File: config.mk
export PLATFORM = sky130hd
export DESIGN_NAME = lsu_riscv
export DESIGN_NICKNAME = d
export VERILOG_FILES = /design/src/rtl/lsu_riscv.sv
export SDC_FILE = /design/constraint.sdc
export NUM_CORES = 1
export LEC_CHECK = 0
export CAP_MARGIN = 10
export CORE_ASPECT_RATIO = 1.5
export CORE_UTILIZATION = 45
export DETAILED_ROUTE_END_ITERATION = 8
export PLACE_DENSITY_LB_ADDON = 0.08
export SETUP_SLACK_MARGIN = 0.3
export SLEW_MARGIN = 10
export SYNTH_ARGS = -nofsm -noshare
export SYNTH_HDL_FRONTEND = slang
export SYNTH_SLANG_ARGS = --single-unit
File: constraint.sdc
create_clock -name clk -period 2.3 [get_ports clk]
set_input_delay 0.345 -clock clk [delete_from_list [all_inputs] [get_ports clk]]
set_output_delay 0.345 -clock clk [all_outputs]
set_load 0.1 [all_outputs]
File: src/rtl/lsu_riscv.sv
// lsu_riscv: multi-cycle RISC-V load/store unit with request/ready memory port,
// load extension, PC stall and misalignment/illegal/timeout error pulse.
module lsu_riscv #(
  parameter int TO_W    = 8,
  parameter int TIMEOUT = 200
) (
  input  logic        clk,
  input  logic        rst_n,
  input  logic [4:0]  memi_i,
  input  logic [31:0] addr_i,
  input  logic [31:0] wdata_i,
  output logic [31:0] rd_o,
  output logic        stall_o,
  output logic        err_o,
  output logic        mem_req_o,
  output logic        mem_we_o,
  output logic [3:0]  mem_be_o,
  output logic [31:0] mem_addr_o,
  output logic [31:0] mem_wdata_o,
  input  logic [31:0] mem_rdata_i,
  input  logic        mem_ready_i
);
  typedef enum logic [1:0] {S_IDLE, S_BUSY, S_DONE} state_t;
  state_t r_state, w_next;
  logic [31:0]     r_addr, r_wdata, r_rd;
  logic [3:0]      r_be;
  logic [1:0]      r_size;
  logic            r_we, r_uns, r_err;
  logic [TO_W-1:0] r_cnt;
  logic [2:0]      w_f3;
  logic            w_req, w_illegal, w_misal, w_start, w_reject;
  logic            w_busy, w_tmo, w_done;
  logic [3:0]      w_be;
  logic [31:0]     w_wdata, w_lane, w_ext;
  assign w_f3      = memi_i[4:2];
  assign w_req     = memi_i[1] | memi_i[0];
  // size 11, load func3 110/111 and any store with func3[2] set are illegal
  assign w_illegal = (w_f3[1:0] == 2'b11) | (w_f3[2] & (w_f3[1] | memi_i[1]));
  assign w_misal   = ((w_f3[1:0] == 2'b01) & addr_i[0]) | ((w_f3[1:0] == 2'b10) & |addr_i[1:0]);
  assign w_start   = (r_state == S_IDLE) & w_req & ~w_illegal & ~w_misal;
  assign w_reject  = (r_state == S_IDLE) & w_req & (w_illegal | w_misal);
  assign w_busy    = r_state == S_BUSY;
  assign w_tmo     = w_busy & ~mem_ready_i & (r_cnt == TO_W'(TIMEOUT - 1));
  assign w_done    = w_busy & (mem_ready_i | w_tmo);
  assign w_be      = (w_f3[1:0] == 2'b00) ? 4'b0001 << addr_i[1:0] :
                     (w_f3[1:0] == 2'b01) ? 4'b0011 << addr_i[1:0] : 4'b1111;
  assign w_wdata   = (w_f3[1:0] == 2'b00) ? {4{wdata_i[7:0]}} :
                     (w_f3[1:0] == 2'b01) ? {2{wdata_i[15:0]}} : wdata_i;
  assign w_lane    = mem_rdata_i >> {r_addr[1:0], 3'b000};
  assign w_ext     = (r_size == 2'b00) ? {{24{~r_uns & w_lane[7]}}, w_lane[7:0]} :
                     (r_size == 2'b01) ? {{16{~r_uns & w_lane[15]}}, w_lane[15:0]} : w_lane;
  always_comb begin
    w_next = r_state;
    case (r_state)
      S_IDLE:  w_next = w_start ? S_BUSY : S_IDLE;
      S_BUSY:  w_next = w_done ? S_DONE : S_BUSY;
      default: w_next = S_IDLE;
    endcase
  end
  always_ff @(posedge clk or negedge rst_n) begin
    if (!rst_n) begin
      r_state <= S_IDLE;
      r_addr  <= '0;
      r_wdata <= '0;
      r_be    <= '0;
      r_size  <= '0;
      r_we    <= 1'b0;
      r_uns   <= 1'b0;
      r_err   <= 1'b0;
      r_rd    <= '0;
      r_cnt   <= '0;
    end else begin
      r_state <= w_next;
      r_err   <= w_reject | w_tmo;
      r_cnt   <= (w_busy && !w_done) ? r_cnt + TO_W'(1) : '0;
      if (w_start) begin
        r_addr  <= addr_i;
        r_wdata <= w_wdata;
        r_be    <= w_be;
        r_size  <= w_f3[1:0];
        r_we    <= memi_i[1];
        r_uns   <= w_f3[2];
      end
      if (w_reject || w_tmo)
        r_rd <= '0;
      else if (w_busy && mem_ready_i && !r_we)
        r_rd <= w_ext;
    end
  end
  assign stall_o     = w_start | w_busy;
  assign mem_req_o   = w_busy;
  assign mem_we_o    = w_busy & r_we;
  assign mem_be_o    = r_be;
  assign mem_addr_o  = {r_addr[31:2], 2'b00};
  assign mem_wdata_o = r_wdata;
  assign rd_o        = r_rd;
  assign err_o       = r_err;
endmodule
== Word-level counts from Yosys, hierarchy flattened ==
Cells that the tools add are included.
Widths: inputs -> output; s select.

* Mux-type cells: 12
* Reductions and logical operators: 11
* Bitwise operators: 25
* $add $sub $neg: 1
* $lt $le $gt $ge: 0
* Eq/ne operators: 6
* Divide/modulo/power cells: 0
* Shifts and indexed selects: 3
* Multiply operators: 0

{| class="wikitable"
|+ Operators with widths
! cell !! count
|-
| $mux 32 || 6
|-
| $shr 32x5->32 || 1
|-
| $and 1x1->1 || 13
|-
| $add 8x1->8 const B || 1
|-
| $eq 8x8->1 const B || 1
|-
| $mux 4 || 2
|-
| $mux 8 || 1
|-
| $or 1x1->1 || 8
|-
| $eq 2x1->1 const B || 3
|-
| $logic_not 2->1 || 3
|-
| $eq 2x2->1 const B || 2
|-
| $not 1->1 || 4
|-
| $pmux 2 s2 || 1
|-
| $shl 1x2->4 const A || 1
|-
| $shl 2x2->4 const A || 1
|-
| $logic_and 1x1->1 || 3
|-
| $logic_not 1->1 || 2
|-
| $mux 2 || 1
|-
| $reduce_bool 2->1 || 1
|-
| $reduce_or 2->1 || 1
|-
| $logic_or 1x1->1 || 1
|-
| $mux 1 || 1
|}

* Logic and storage cells: 68
* Bits in registers: 115
* Output and inout port bits: 104
* Memory bits (read-only): 0
* Bits in latches: 0
* Memories kept: 0
* Bits of input ports: 104
* Memory bits (writable): 0

== Logic depth before layout (Yosys ltp) ==
* Word-level depth: 8
* Gate-level depth with buffers: 7

== Worst setup path after synthesis ==
Ideal clock, no wire load.

* Kind: input -> output
* Start point: in addr_i[0]
* End point: out stall_o
* Setup slack: -0.125 ns
* Stages: 7
* Data arrival time: 2.080 ns
* Cells stage by stage: inv_1 -> ha_1 -> nand2b_1 -> a221oi_2 -> nand2_4 -> clkbuf_1 -> nand2_1

* Word-level cells in the longest chain between the ends: 6
* Elaborated cells between the ends (all ways): 7
* Classes of those cells: 6 x bitwise; 1 x reduce/logical

{| class="wikitable"
|+ Ends and longest elaborated chain
! what !! line !! source
|-
| start, declared || 10 || <nowiki>input logic [31:0] addr_i,</nowiki>
|-
| $reduce_or 2->1 || 39 || <nowiki>assign w_misal = ((w_f3[1:0] == 2'b01) & addr_i[0]) | ((w_f3[1:0] == 2'b10) & |addr_i[1:0]);</nowiki>
|-
| $and 1x1->1 || 39 ||
|-
| $or 1x1->1 (*) || 39 ||
|-
| $not 1->1 (*) || 40 || <nowiki>assign w_start = (r_state == S_IDLE) & w_req & ~w_illegal & ~w_misal;</nowiki>
|-
| $and 1x1->1 (*) || 40 ||
|-
| $or 1x1->1 (*) || 90 || <nowiki>assign stall_o = w_start | w_busy;</nowiki>
|-
| end, declared || 13 || <nowiki>output logic stall_o,</nowiki>
|}

Every way passes the cells marked *; elsewhere a longest branch is shown, timed or not.

== Worst setup path after layout ==
* Start point: in memi_i[4]
* End point: out stall_o

* Word-level cells in the longest chain between the ends: 6

{| class="wikitable"
|+ Ends and longest elaborated chain
! what !! line !! source
|-
| start, declared || 9 || <nowiki>input logic [4:0] memi_i,</nowiki>
|-
| $and 1x1->1 || 38 || <nowiki>assign w_illegal = (w_f3[1:0] == 2'b11) | (w_f3[2] & (w_f3[1] | memi_i[1]));</nowiki>
|-
| $or 1x1->1 || 38 ||
|-
| $not 1->1 || 40 ||
|-
| $and 1x1->1 (2 in a row) || 40 ||
|-
| $or 1x1->1 || 90 ||
|}

No other way between the ends.

==> impl_metrics.py <==
metrics = {
    "status": {
        "run_status": "completed",
    },
    "final_layout": {
        "post_route_cells_drive_above_1_share": 0.362,
        "antenna_cells_inserted": 0,
        "nFillCells": 987,
        "layout.cell_area.non_filler_sq_um": 8490,
        "area_delta_synth_final_pct": 46.2,
        "finish.cell_count_without_fillers": 849,
        "final_net_count": 789,
    },
    "synth": {
        "post_synth_main_area_contributors": "sky130_fd_sc_hd__dfrtp_1 (50%), sky130_fd_sc_hd__mux2_4 (13%), sky130_fd_sc_hd__mux2i_1 (6.6%), sky130_fd_sc_hd__buf_4 (4.8%), sky130_fd_sc_hd__o21ai_0 (4.6%)",
        "synth_enable_flop_cells": 0,
        "yosys.cell_types.count": 43,
        "synth_commonest_cells": "sky130_fd_sc_hd__dfrtp_1 (115), sky130_fd_sc_hd__o21ai_0 (53), sky130_fd_sc_hd__mux2_4 (49)",
        "synth_top_cell_by_area": "sky130_fd_sc_hd__dfrtp_1",
        "synth_top_flop_cell": "sky130_fd_sc_hd__dfrtp_1",
        "yosys.area.top_type_share": 0.496,
        "synth_seq_cells": 115,
        "synthesized_area_per_cell_sq_um": 12.2,
        "cell_with_the_most_instances_after_synthesis": "sky130_fd_sc_hd__dfrtp_1",
        "synthArstFlopShare": 1.00,
        "part_of_the_yosys_area_used_for_sequential_elements": 0.496,
        "synthesis.yosys.warnings": 0,
        "cells_after_synth": 475,
        "synth_area_sq_um": 5810,
    },
    "pwr": {
        "share_seq_of_total_power": 0.237,
        "clockPowerShare": 0.234,
        "swShare": 0.500,
        "cell_internal_pwr_uw": 6210,
        "max-vdd-ir-drop_mv": 0.929,
        "power-per-cell-area_nw_per_um2": 1460,
        "p_switching_uw": 6200,
        "power_leakage_uw": 0.00407,
        "comb_power_share": 0.529,
    },
    "clock_tree": {
        "clk_latency_ns": 0.41,
        "clock_sink_count": 115,
        "cts_root_buf": "sky130_fd_sc_hd__clkbuf_16",
        "clk_path_buf_depth": 2,
        "cts-htree-levels": 4,
        "clock_pin_transition_on_the_worst_setup_and_hold_timing_paths_ns": 0.05,
        "cts_buffers": 17,
        "cts_tree": "done",
    },
    "die": {
        "die-height_um": 141,
        "design.portCount": 208,
        "placement_rows": 50,
        "fp.coreArea_sq_um": 12500,
        "fp.dieArea_sq_um": 13400,
        "die_width_um": 94.8,
        "initial_utilization": 0.464,
    },
    "grt": {
        "grt.overflow.total": 0,
        "gr_util_all_layers": 0.242,
        "antenna_found_initial": 0,
        "grt_pass1_wl_um": 24200,
        "grt_max_degree": 41,
        "number_of_global_route_vias_before_repair": 4678,
    },
    "timing": {
        "timing.final.setup_violations": 0,
        "clock-skew-final_ns": 0.00654,
        "fin_crit_sh": 0.867,
        "hold_viol": 0,
        "relative_slew_slack": 0.527,
        "slew_viol_final": 0,
        "final_critical_path_setup_slack_ns": 0.307,
        "clock.fmax_mhz": 502,
        "rsz_0062_raised_after_global_routing": "true",
        "post-route-min-period_ns": 1.99,
        "max_slew.worst_pin.slew_ns": 0.707,
    },
    "critical_path": {
        "critical-path-max-stage-delay_ns": 0.45,
        "cp_cell_sequence": "clkdlybuf4s50_1, buf_4, a221oi_4, nand2_4, nand2_4, buf_12",
        "setup.reg_to_reg.worst_slack_ns": 0.49,
        "worst_r2r_endpoint": "rd_o[30]",
        "reg2reg_from": "r_cnt[0]",
        "cpMaxStageDelayCell": "sky130_fd_sc_hd__clkdlybuf4s50_1",
        "cpMostUsedCell": "sky130_fd_sc_hd__nand2_4",
        "crit_end": "stall_o",
        "crit_fanout": 3,
        "setup.worst_path.end_class": "output pin",
        "r2r.worst_path.cells": 7,
        "timing.critical_path.arrival_ns": 1.65,
        "cp_num_buf_inv": 3,
        "start_kind": "primary input",
        "worst_setup_path_startpoint": "memi_i[4]",
        "critical_path.top_delay_family": "buffers and inverters",
        "criticalPathCategory": "in -> out",
        "path_depth": 6,
        "cp_data_required_time_ns": 1.96,
    },
    "route": {
        "detail_route.vias_per_cell": 5.36,
        "detail_route.iter0.violations": 184,
        "drt-wirelength-per-cell_um": 18.6,
        "drt_drc_violations_left": 0,
        "drtAntennaViolNets": 0,
        "first_pass_iters": 4,
        "routed-via-count": 4549,
        "routed_wl_um": 15800,
    },
    "place": {
        "post-dp-hpwl_um": 11300,
        "port_buf_inserts": 205,
        "place_congestion": 0.816,
        "placement.cell_area_sq_um": 7700,
        "dpl.cell_count": 805,
        "dpl_worst_slack_ns": -0.0665,
    },
    "worst_hold_path": {
        "min_path_type": "in -> reg",
    },
    "run": {
        "maxCapViolCount": 0,
    },
}
## final cells by class
class / count / area, sq um / area share
clock buffers: 18 / 439 / 0.0517
multi-input cells: 294 / 2560 / 0.301
clock inverters: 14 / 210 / 0.0248
flip-flops and latches: 115 / 2880 / 0.339
well taps: 156 / 195 / 0.0230
inverters: 6 / 26.3 / 0.00309
repair buffers: 246 / 2180 / 0.257
## power by group through the flow
stage | clock (uW) | sequential (uW) | combinational (uW)
floorplan | 0 | 5180 | 3050
global placement | 0 | 2940 | 6500
detailed placement | 0 | 2950 | 6550
CTS | 2930 | 2940 | 6590
global route | 3040 | 3010 | 6770
finish | 2900 | 2940 | 6570
## layout by cell type, fill, tap and decap left out, drive strengths merged, types with 3 or more instances in the layout
| cell type | n |
|---|---|
| xor2 | 4 |
| mux2i | 38 |
| dfrtp | 115 |
| nand2b | 5 |
| clkinvlp | 4 |
| nand2 | 15 |
| bufinv | 5 |
| nor2 | 23 |
| inv | 5 |
| clkinv | 6 |
| and3 | 4 |
| a21oi | 17 |
| a22o | 9 |
| buf | 143 |
| ha | 5 |
| a221o | 17 |
| nand3 | 4 |
| xnor2 | 3 |
| o21ai | 56 |
| nor2b | 4 |
| clkbuf | 18 |
| clkdlybuf4s50 | 99 |
| o2bb2ai | 7 |
| mux2 | 60 |
## sequential cells by signal, summed over array words and instances, names as in the netlist
register	flops
mem_be_o	4
r_addr	32
mem_wdata_o	32
r_size	2
r_state	2
err_o	1
r_cnt	8
r_we	1
r_uns	1
rd_o	32
## per-stage QoR
stage	setup TNS (ns)	utilization	total power (uW)	hold WS, ns
floorplan	0	-	8230	0.0494
global placement	-0.419	0.615	9440	0.362
detailed placement	-0.850	0.615	9500	0.368
CTS	0	0.677	12500	0.455
global route	0	0.679	12800	0.378
finish	0	0.679	12400	0.387
## tightest hold or removal path, stage by stage
cell                             delay [ns]
sky130_fd_sc_hd__dlymetal6s2s_1        0.14
sky130_fd_sc_hd__inv_2                 0.08
sky130_fd_sc_hd__buf_4                 0.11
sky130_fd_sc_hd__o21ai_0               0.08
## worst min path at each step
stage,cells past startpoint,end,startpoint,slack (ns)
finish,4,r_addr[1],addr_i[1],0.39
global placement,1,rd_o[20],rst_n,0.36
global route,4,r_addr[1],addr_i[1],0.38
floorplan,0,err_o,rst_n,0.05
detailed placement,1,rd_o[24],rst_n,0.37
CTS,1,r_cnt[0],r_cnt[0],0.45
## cells by family (layout without fill, tap and decap cells)
kind of cell | count (synthesis) | after routing | synth area share
DFF | 115 | 115 | 0.496
AOI/OAI and AO/OA | 117 | 117 | 0.134
other | 1 | 2 | 0.000646
and+or+nand+nor | 64 | 64 | 0.0556
buffers and inverters | 67 | 284 | 0.0752
adders and majority gates | 5 | 5 | 0.0108
muxes | 99 | 99 | 0.217
xor gates and xnor gates | 7 | 7 | 0.0106
## routing by layer
metal	track usage	routed length, um
met4	0.114	467
met1	0.283	6110
met5	0	0
met3	0.0561	964
met2	0.411	8220
## what timing repair did
action / CTS / global route
pin swaps: 3 / 1
hold endpoints to repair: 37 / 0
cloned: 0 / 0
resized for setup: 6 / 6
buffers inserted: 10 / 1
endpoints found under the setup margin: 7 / 29
hold buffers: 1 / 0
Note: power is estimated with default switching activity, not from simulation.
